$ cat config.mk
export PLATFORM = sky130hd
export DESIGN_NAME = cs_scheduler_flat
export DESIGN_NICKNAME = d
export VERILOG_FILES = /design/src/rtl/cs_scheduler_if.sv /design/src/rtl/cs_scheduler.sv /design/src/flat_wrapper.sv
export SDC_FILE = /design/constraint.sdc
export NUM_CORES = 1
export LEC_CHECK = 0
export CAP_MARGIN = 10
export CORE_UTILIZATION = 35
export CTS_CLUSTER_SIZE = 14
export DETAILED_ROUTE_END_ITERATION = 8
export PLACE_DENSITY = 0.71
export SLEW_MARGIN = 10
export SYNTH_ARGS = -nofsm -noshare
export SYNTH_HDL_FRONTEND = slang
export SYNTH_SLANG_ARGS = --single-unit
$ cat constraint.sdc
create_clock -name clk -period 2.4 [get_ports clk]
set_input_delay 0.36 -clock clk [delete_from_list [all_inputs] [get_ports clk]]
set_output_delay 0.36 -clock clk [all_outputs]
set_load 0.02 [all_outputs]
$ cat src/rtl/cs_scheduler_if.sv
// Signal bundle between the clip/split scheduler and its assembler, bounds check,
// clipper and rasterizer neighbours. The scheduler is the master side.
interface cs_scheduler_if;
  logic        enable;
  logic        texel_ready;
  logic        texel_read;
  logic        latch_en;
  logic        out_of_bounds;
  logic        fully_outside;
  logic        clip_start;
  logic        clip_valid;
  logic        clip_last;
  logic        clip_empty;
  logic        clip_next;
  logic        out_sel;
  logic        triangle_ready;
  logic        triangle_read;
  logic        busy;
  logic [15:0] tri_in_count;
  logic [15:0] tri_drop_count;

  modport master (
    input  enable, texel_ready, out_of_bounds, fully_outside,
           clip_valid, clip_last, clip_empty, triangle_read,
    output texel_read, latch_en, clip_start, clip_next, out_sel,
           triangle_ready, busy, tri_in_count, tri_drop_count
  );

  modport slave (
    output enable, texel_ready, out_of_bounds, fully_outside,
           clip_valid, clip_last, clip_empty, triangle_read,
    input  texel_read, latch_en, clip_start, clip_next, out_sel,
           triangle_ready, busy, tri_in_count, tri_drop_count
  );
endinterface

$ cat src/rtl/cs_scheduler.sv
// Clip/split stage sequencer: fetches triangles, routes them to the rasterizer,
// the clipper or the bin, and keeps saturating fetch/drop statistics.
module cs_scheduler (
  input  logic           clk,
  input  logic           rst,
  cs_scheduler_if.master bus
);
  // state      | meaning
  // IDLE       | waiting for texel_ready & enable
  // FETCH      | consume assembler triangle into the holding register
  // CHECK      | evaluate bounds verdict of the held triangle
  // PASS       | present held triangle to the rasterizer
  // CLIP_START | kick the clipper on the held triangle
  // CLIP_WAIT  | wait for a clipper triangle or an empty verdict
  // CLIP_OUT   | present clipper triangle to the rasterizer
  // DROP       | count the discarded triangle
  typedef enum logic [2:0] {
    IDLE, FETCH, CHECK, PASS, CLIP_START, CLIP_WAIT, CLIP_OUT, DROP
  } state_t;

  state_t      state, state_nxt;
  logic        next_pend, next_pend_nxt;
  logic        last_q, last_nxt;
  logic        out_sel_q, out_sel_nxt;
  logic [15:0] in_cnt, drop_cnt;
  logic        fetch_go;
  logic        texel_read_c, clip_start_c, clip_next_c;

  assign fetch_go = bus.texel_ready & bus.enable;

  always_ff @(posedge clk) begin
    if (rst) begin
      state     <= IDLE;
      next_pend <= 1'b0;
      last_q    <= 1'b0;
      out_sel_q <= 1'b0;
      in_cnt    <= 16'd0;
      drop_cnt  <= 16'd0;
    end else begin
      state     <= state_nxt;
      next_pend <= next_pend_nxt;
      last_q    <= last_nxt;
      out_sel_q <= out_sel_nxt;
      if (state == FETCH && in_cnt != 16'hFFFF)
        in_cnt <= in_cnt + 16'd1;
      if (state == DROP && drop_cnt != 16'hFFFF)
        drop_cnt <= drop_cnt + 16'd1;
    end
  end

  always_comb begin
    state_nxt     = state;
    next_pend_nxt = 1'b0;
    last_nxt      = last_q;
    out_sel_nxt   = out_sel_q;
    texel_read_c  = 1'b0;
    clip_start_c  = 1'b0;
    clip_next_c   = 1'b0;
    case (state)
      IDLE: if (fetch_go) state_nxt = FETCH;
      FETCH: begin
        texel_read_c = 1'b1;
        state_nxt    = CHECK;
      end
      CHECK: begin
        if (bus.fully_outside) begin
          state_nxt = DROP;
        end else if (bus.out_of_bounds) begin
          state_nxt   = CLIP_START;
          out_sel_nxt = 1'b1;
        end else begin
          state_nxt   = PASS;
          out_sel_nxt = 1'b0;
        end
      end
      PASS: if (bus.triangle_read) state_nxt = fetch_go ? FETCH : IDLE;
      CLIP_START: begin
        clip_start_c = 1'b1;
        state_nxt    = CLIP_WAIT;
      end
      CLIP_WAIT: begin
        // The clipper still shows the previous triangle while clip_next is out.
        if (next_pend) begin
          clip_next_c = 1'b1;
        end else if (bus.clip_valid) begin
          state_nxt = CLIP_OUT;
          last_nxt  = bus.clip_last;
        end else if (bus.clip_empty) begin
          state_nxt = DROP;
        end
      end
      CLIP_OUT: begin
        if (bus.triangle_read) begin
          if (last_q) begin
            state_nxt = IDLE;
          end else begin
            state_nxt     = CLIP_WAIT;
            next_pend_nxt = 1'b1;
          end
        end
      end
      DROP:    state_nxt = IDLE;
      default: state_nxt = IDLE;
    endcase
  end

  assign bus.texel_read     = texel_read_c;
  assign bus.latch_en       = texel_read_c;
  assign bus.clip_start     = clip_start_c;
  assign bus.clip_next      = clip_next_c;
  assign bus.out_sel        = out_sel_q;
  assign bus.triangle_ready = (state == PASS) || (state == CLIP_OUT);
  assign bus.busy           = (state != IDLE);
  assign bus.tri_in_count   = in_cnt;
  assign bus.tri_drop_count = drop_cnt;
endmodule

$ cat src/flat_wrapper.sv
// flat-port wrapper written by rule: the top's interface ports become plain ports
module cs_scheduler_flat 
  (clk, rst, bus_enable, bus_texel_ready, bus_out_of_bounds, bus_fully_outside, bus_clip_valid, bus_clip_last, bus_clip_empty, bus_triangle_read, bus_texel_read, bus_latch_en, bus_clip_start, bus_clip_next, bus_out_sel, bus_triangle_ready, bus_busy, bus_tri_in_count, bus_tri_drop_count);
  cs_scheduler_if bus_i ();
  input  logic clk;
  input  logic rst;
  input wire logic [$bits(bus_i.enable)-1:0] bus_enable;
  input wire logic [$bits(bus_i.texel_ready)-1:0] bus_texel_ready;
  input wire logic [$bits(bus_i.out_of_bounds)-1:0] bus_out_of_bounds;
  input wire logic [$bits(bus_i.fully_outside)-1:0] bus_fully_outside;
  input wire logic [$bits(bus_i.clip_valid)-1:0] bus_clip_valid;
  input wire logic [$bits(bus_i.clip_last)-1:0] bus_clip_last;
  input wire logic [$bits(bus_i.clip_empty)-1:0] bus_clip_empty;
  input wire logic [$bits(bus_i.triangle_read)-1:0] bus_triangle_read;
  output wire logic [$bits(bus_i.texel_read)-1:0] bus_texel_read;
  output wire logic [$bits(bus_i.latch_en)-1:0] bus_latch_en;
  output wire logic [$bits(bus_i.clip_start)-1:0] bus_clip_start;
  output wire logic [$bits(bus_i.clip_next)-1:0] bus_clip_next;
  output wire logic [$bits(bus_i.out_sel)-1:0] bus_out_sel;
  output wire logic [$bits(bus_i.triangle_ready)-1:0] bus_triangle_ready;
  output wire logic [$bits(bus_i.busy)-1:0] bus_busy;
  output wire logic [$bits(bus_i.tri_in_count)-1:0] bus_tri_in_count;
  output wire logic [$bits(bus_i.tri_drop_count)-1:0] bus_tri_drop_count;
  assign bus_i.enable = bus_enable;
  assign bus_i.texel_ready = bus_texel_ready;
  assign bus_i.out_of_bounds = bus_out_of_bounds;
  assign bus_i.fully_outside = bus_fully_outside;
  assign bus_i.clip_valid = bus_clip_valid;
  assign bus_i.clip_last = bus_clip_last;
  assign bus_i.clip_empty = bus_clip_empty;
  assign bus_i.triangle_read = bus_triangle_read;
  assign bus_texel_read = bus_i.texel_read;
  assign bus_latch_en = bus_i.latch_en;
  assign bus_clip_start = bus_i.clip_start;
  assign bus_clip_next = bus_i.clip_next;
  assign bus_out_sel = bus_i.out_sel;
  assign bus_triangle_ready = bus_i.triangle_ready;
  assign bus_busy = bus_i.busy;
  assign bus_tri_in_count = bus_i.tri_in_count;
  assign bus_tri_drop_count = bus_i.tri_drop_count;
  cs_scheduler u_core (.clk(clk), .rst(rst), .bus(bus_i));
endmodule
==> metrics list <==
- Number of antenna repair diodes: 0
- Library cell with the highest instance count after synthesis: sky130_fd_sc_hd__dfxtp_1
* Yosys top cell area share: 35.8%
- Final total power: 1.60 mW
- Buffers inserted during clock tree synthesis total 5.
- Setup Skew: 2.90 ps
* Routed length per placed instance: 13.2 um
- Ranking of synthesized cells by area: sky130_fd_sc_hd__dfxtp_1, sky130_fd_sc_hd__mux2_2, sky130_fd_sc_hd__a21oi_1
* Static leakage: 0.933 nW
- HPWL after detailed placement: 3430 um
- Row count: 28
* Endpoints failing hold: 0
- Sequential elements use 35.8% of the synthesized area.
* Req. time, crit path: 2040 ps
- Global routing finished with a remaining overflow of 0.
- The filler cells instantiated in the layout total 584.
- Run status: complete, no violations
* Top cell type by total area after synthesis: sky130_fd_sc_hd__dfxtp_1
- Peak supply drop: 0.268 mV
* DRT Wirelength: between 4000 and 5000 um
* Async set-reset flop share out of synthesis: 0%
- Iter 0 DRT Violations: 101
* Final worst setup slack: between 200 and 250 ps
- In the global route stage, overall resource usage came out at 16.1%.
- Across the run, the number of max-cap violations was 0.
* Global routing usage on met2: between 20% and 30%
- Type of the worst min-delay path: reg2reg
- Layout net count: 311
- For this run, the leading register cell type out of synthesis is sky130_fd_sc_hd__dfxtp_1.
* Areal power density over the cells: 575 nW/um^2
- The final max-slew violation count is 0.
* Number of enable flip-flop cells after synthesis: 0
- Setup repair after global routing left no endpoint under its margin.
- Summing over every cut layer, the via total after detailed routing is around 2100.
* Maximum cell stage delay along the critical path: just under 600 ps
- The mapped netlist covers 2120 um^2.
* Sequential Area: around 760 um^2
- After clock tree synthesis, the clock-pin slew on the worst setup and hold paths is 70 ps.
- Final setup viols: 0
* Data arrival time at the worst-slack endpoint: around 1800 ps
- The clock network burns 28.3% of the power.
- The clock drives 38 sinks.
- Critical Path Source Type: flip-flop
- The worst register-to-register path has a setup slack of approximately 260 ps.
- Global-route wire length before repair: 8170 um
* Start-to-end type of the worst setup path: reg2out
- Met1 Use GR: between 20% and 30%
- Area of the placeable core: 5890 um^2
- After synthesis the netlist holds a flip-flop and latch count of 38.
- The initial utilization of the core area, before any placement, comes to 36.1%.
* Height of the chip: 79.9 um
- From synthesis to final layout, the design area changed by 31.4%.
* Cells along the critical path: buf_4 > xor2_1 > and2_1 > clkdlybuf4s50_1
- Synthesized Nets: 265
- Clock period minus final worst setup slack: 2180 ps
- Headroom to the max-slew limit came out at 64.5%.
* Port Buf Inserts: 48
- Number of standard cells after synthesis: 253
* Clock tree from TritonCTS: done
- The tree is rooted in a sky130_fd_sc_hd__clkbuf_8.
- Achievable clock frequency: 0.459 GHz
* Number of antenna violations at the first check in global routing: 0
- The longest clock path from root to sink contains 2 buffers.
- Top Usage Layer GRT: met2
* Final weighted congestion of routability-driven global placement: 0.807
- The analysis attributes to net switching a power of 0.501 mW.
- Pin slew with the least headroom to its limit: slightly above 500 ps
- Post-route cell area: 2790 um^2
* Number of I/O pins: 49
- Share of cells above drive strength 1: 11.0%
* Floorplan die area: 6380 um^2
- From left edge to right edge, the die measures roughly 80 um.
- The share of total power dissipated in combinational logic is 27.8%.
- DRC violations left: 0
- On the critical path, the stage with the largest delay is an instance of sky130_fd_sc_hd__clkdlybuf4s50_1.
- Clock latency on the worst-skew pair, taken at its later pin, is around 290 ps.
- The H-tree was split into 2 levels.
- In the finished design, the share of the clock period the worst path needs comes to 90.8%.
- Largest fanout on the critical path: 11
* Worst setup slack before clock tree synthesis: 285 ps
- The first TritonRoute pass finished after 4 iterations.
- Buffers inserted to repair hold after CTS numbered 0.
- Category of cells accounting for the largest share of critical-path delay: buffers and inverters
- Via count normalized by instance count: 5.50
- Remaining antenna violation count: 0
* Global-route met3 utilization: about 4.8%
- In this run, flip-flops and latches consume a little over two fifths of the power.
- The number of different library cells used by synthesis comes to 46.
- Crit end category: primary output
- Placed standard-cell area: 2690 um^2
- In this run the mean area of a mapped cell was ~8.4 um^2.
* Internal power consumption: roughly 1.1 mW
* Largest net degree at the start of global routing: 46
- Counting both buffers and inverters, the worst setup path holds a total of 2.
* Yosys warning count: 0
* Worst Hold Margin: 496 ps
- The commonest cells after synthesis are sky130_fd_sc_hd__dfxtp_1, sky130_fd_sc_hd__a21oi_1, sky130_fd_sc_hd__nor2_1.
- Vias in the first global route: 1812
* Total area of multi-input combinational cells: 1270 um^2
- For the final routed database, the setup TNS stands at 0 ps.
- Net switching is 31.2% of the power.
[metal layers]
metal,up-vias,share of wire (%)
li1,1056,-
met1,953,46
met2,44,46
met3,8,5.9
met4,0,1.5
met5,-,0
[power by group through the flow]
stage | clock, mW | combinational [mW] | sequential [mW]
after floorplan | 0 | 0.295 | 0.716
after global placement | 0 | 0.444 | 0.717
after detailed placement | 0 | 0.448 | 0.717
after CTS | 0.467 | 0.451 | 0.704
after global routing | 0.497 | 0.477 | 0.713
final | 0.453 | 0.446 | 0.705
[worst paths after layout]
check                                          endpoint  cells past startpoint                             from
min reg2reg             u_core.bus.out_sel$_SDFFE_PP0P_                      2  u_core.bus.out_sel$_SDFFE_PP0P_
max reg2reg  u_core.bus.tri_drop_count[13]$_SDFFE_PP0P_                      4     u_core.state[1]$_SDFFE_PP0P_
max                                  bus_triangle_ready                      4     u_core.state[2]$_SDFFE_PP0P_
min                     u_core.bus.out_sel$_SDFFE_PP0P_                      2  u_core.bus.out_sel$_SDFFE_PP0P_
[area by class of cell]
type,count,area share [%]
multi-input cells,192,45.5
inverters,8,1.08
clock buffers,7,3.09
clock inverters,1,0.179
repair buffers,54,19.5
flip-flops and latches,38,27.3
well taps,75,3.36
[metrics by stage]
step	cells	utilization (%)
final	375	47.4
after global routing	375	47.4
after CTS	375	47.3
after detailed placement	367	45.7
after global placement	367	45.7
after floorplan	253	-
[worst min-delay path, cell delays in order (launching register included)]
cell	delay [ps]
sky130_fd_sc_hd__dfxtp_1	330
sky130_fd_sc_hd__mux2i_1	60
sky130_fd_sc_hd__nor2_1	70
[kinds of logic after synthesis]
family                   Yosys count  share of synthesized area [%]
XOR/XNOR                           1                          0.413
AND/OR/NAND/NOR                  112                           30.6
multiplexers                      15                           7.66
AO/OA/AOI/OAI                     62                           20.0
flip-flops                        38                           35.8
buffers and inverters             23                           4.36
adder cells (fa/ha/maj)            2                           1.18
[what timing repair did]
item / in CTS / in global routing
endpoints found under the setup margin: 0 / 3
setup buffers: 0 / 0
gates resized for setup: 0 / 3
[layout by cell type (no fill, tap or decap), drive strengths merged, types with 2 or more instances in the layout]
cell type	count
clkdlybuf4s50	46
dfxtp	38
a21oi	19
nor2	18
nand2	17
nor2b	11
nand3	11
mux2	10
o21ai	9
nand4	9
inv	8
o41ai	8
o311ai	7
clkbuf	7
and4	6
buf	6
or3	5
mux2i	5
or2	5
or4	5
nor3	5
nand2b	4
a211oi	4
o31ai	4
nor4	4
nor3b	3
o21bai	2
and3	2
o311a	2
a2111oi	2
ha	2
dlymetal6s2s	2
[registers in the layout, indices dropped and copies added, names as in the netlist]
| name | count |
|---|---|
| u_core.bus.out_sel | 1 |
| u_core.next_pend | 1 |
| u_core.bus.tri_in_count | 16 |
| u_core.state | 3 |
| u_core.last_q | 1 |
| u_core.bus.tri_drop_count | 16 |
(Power assumes the default switching activity.)
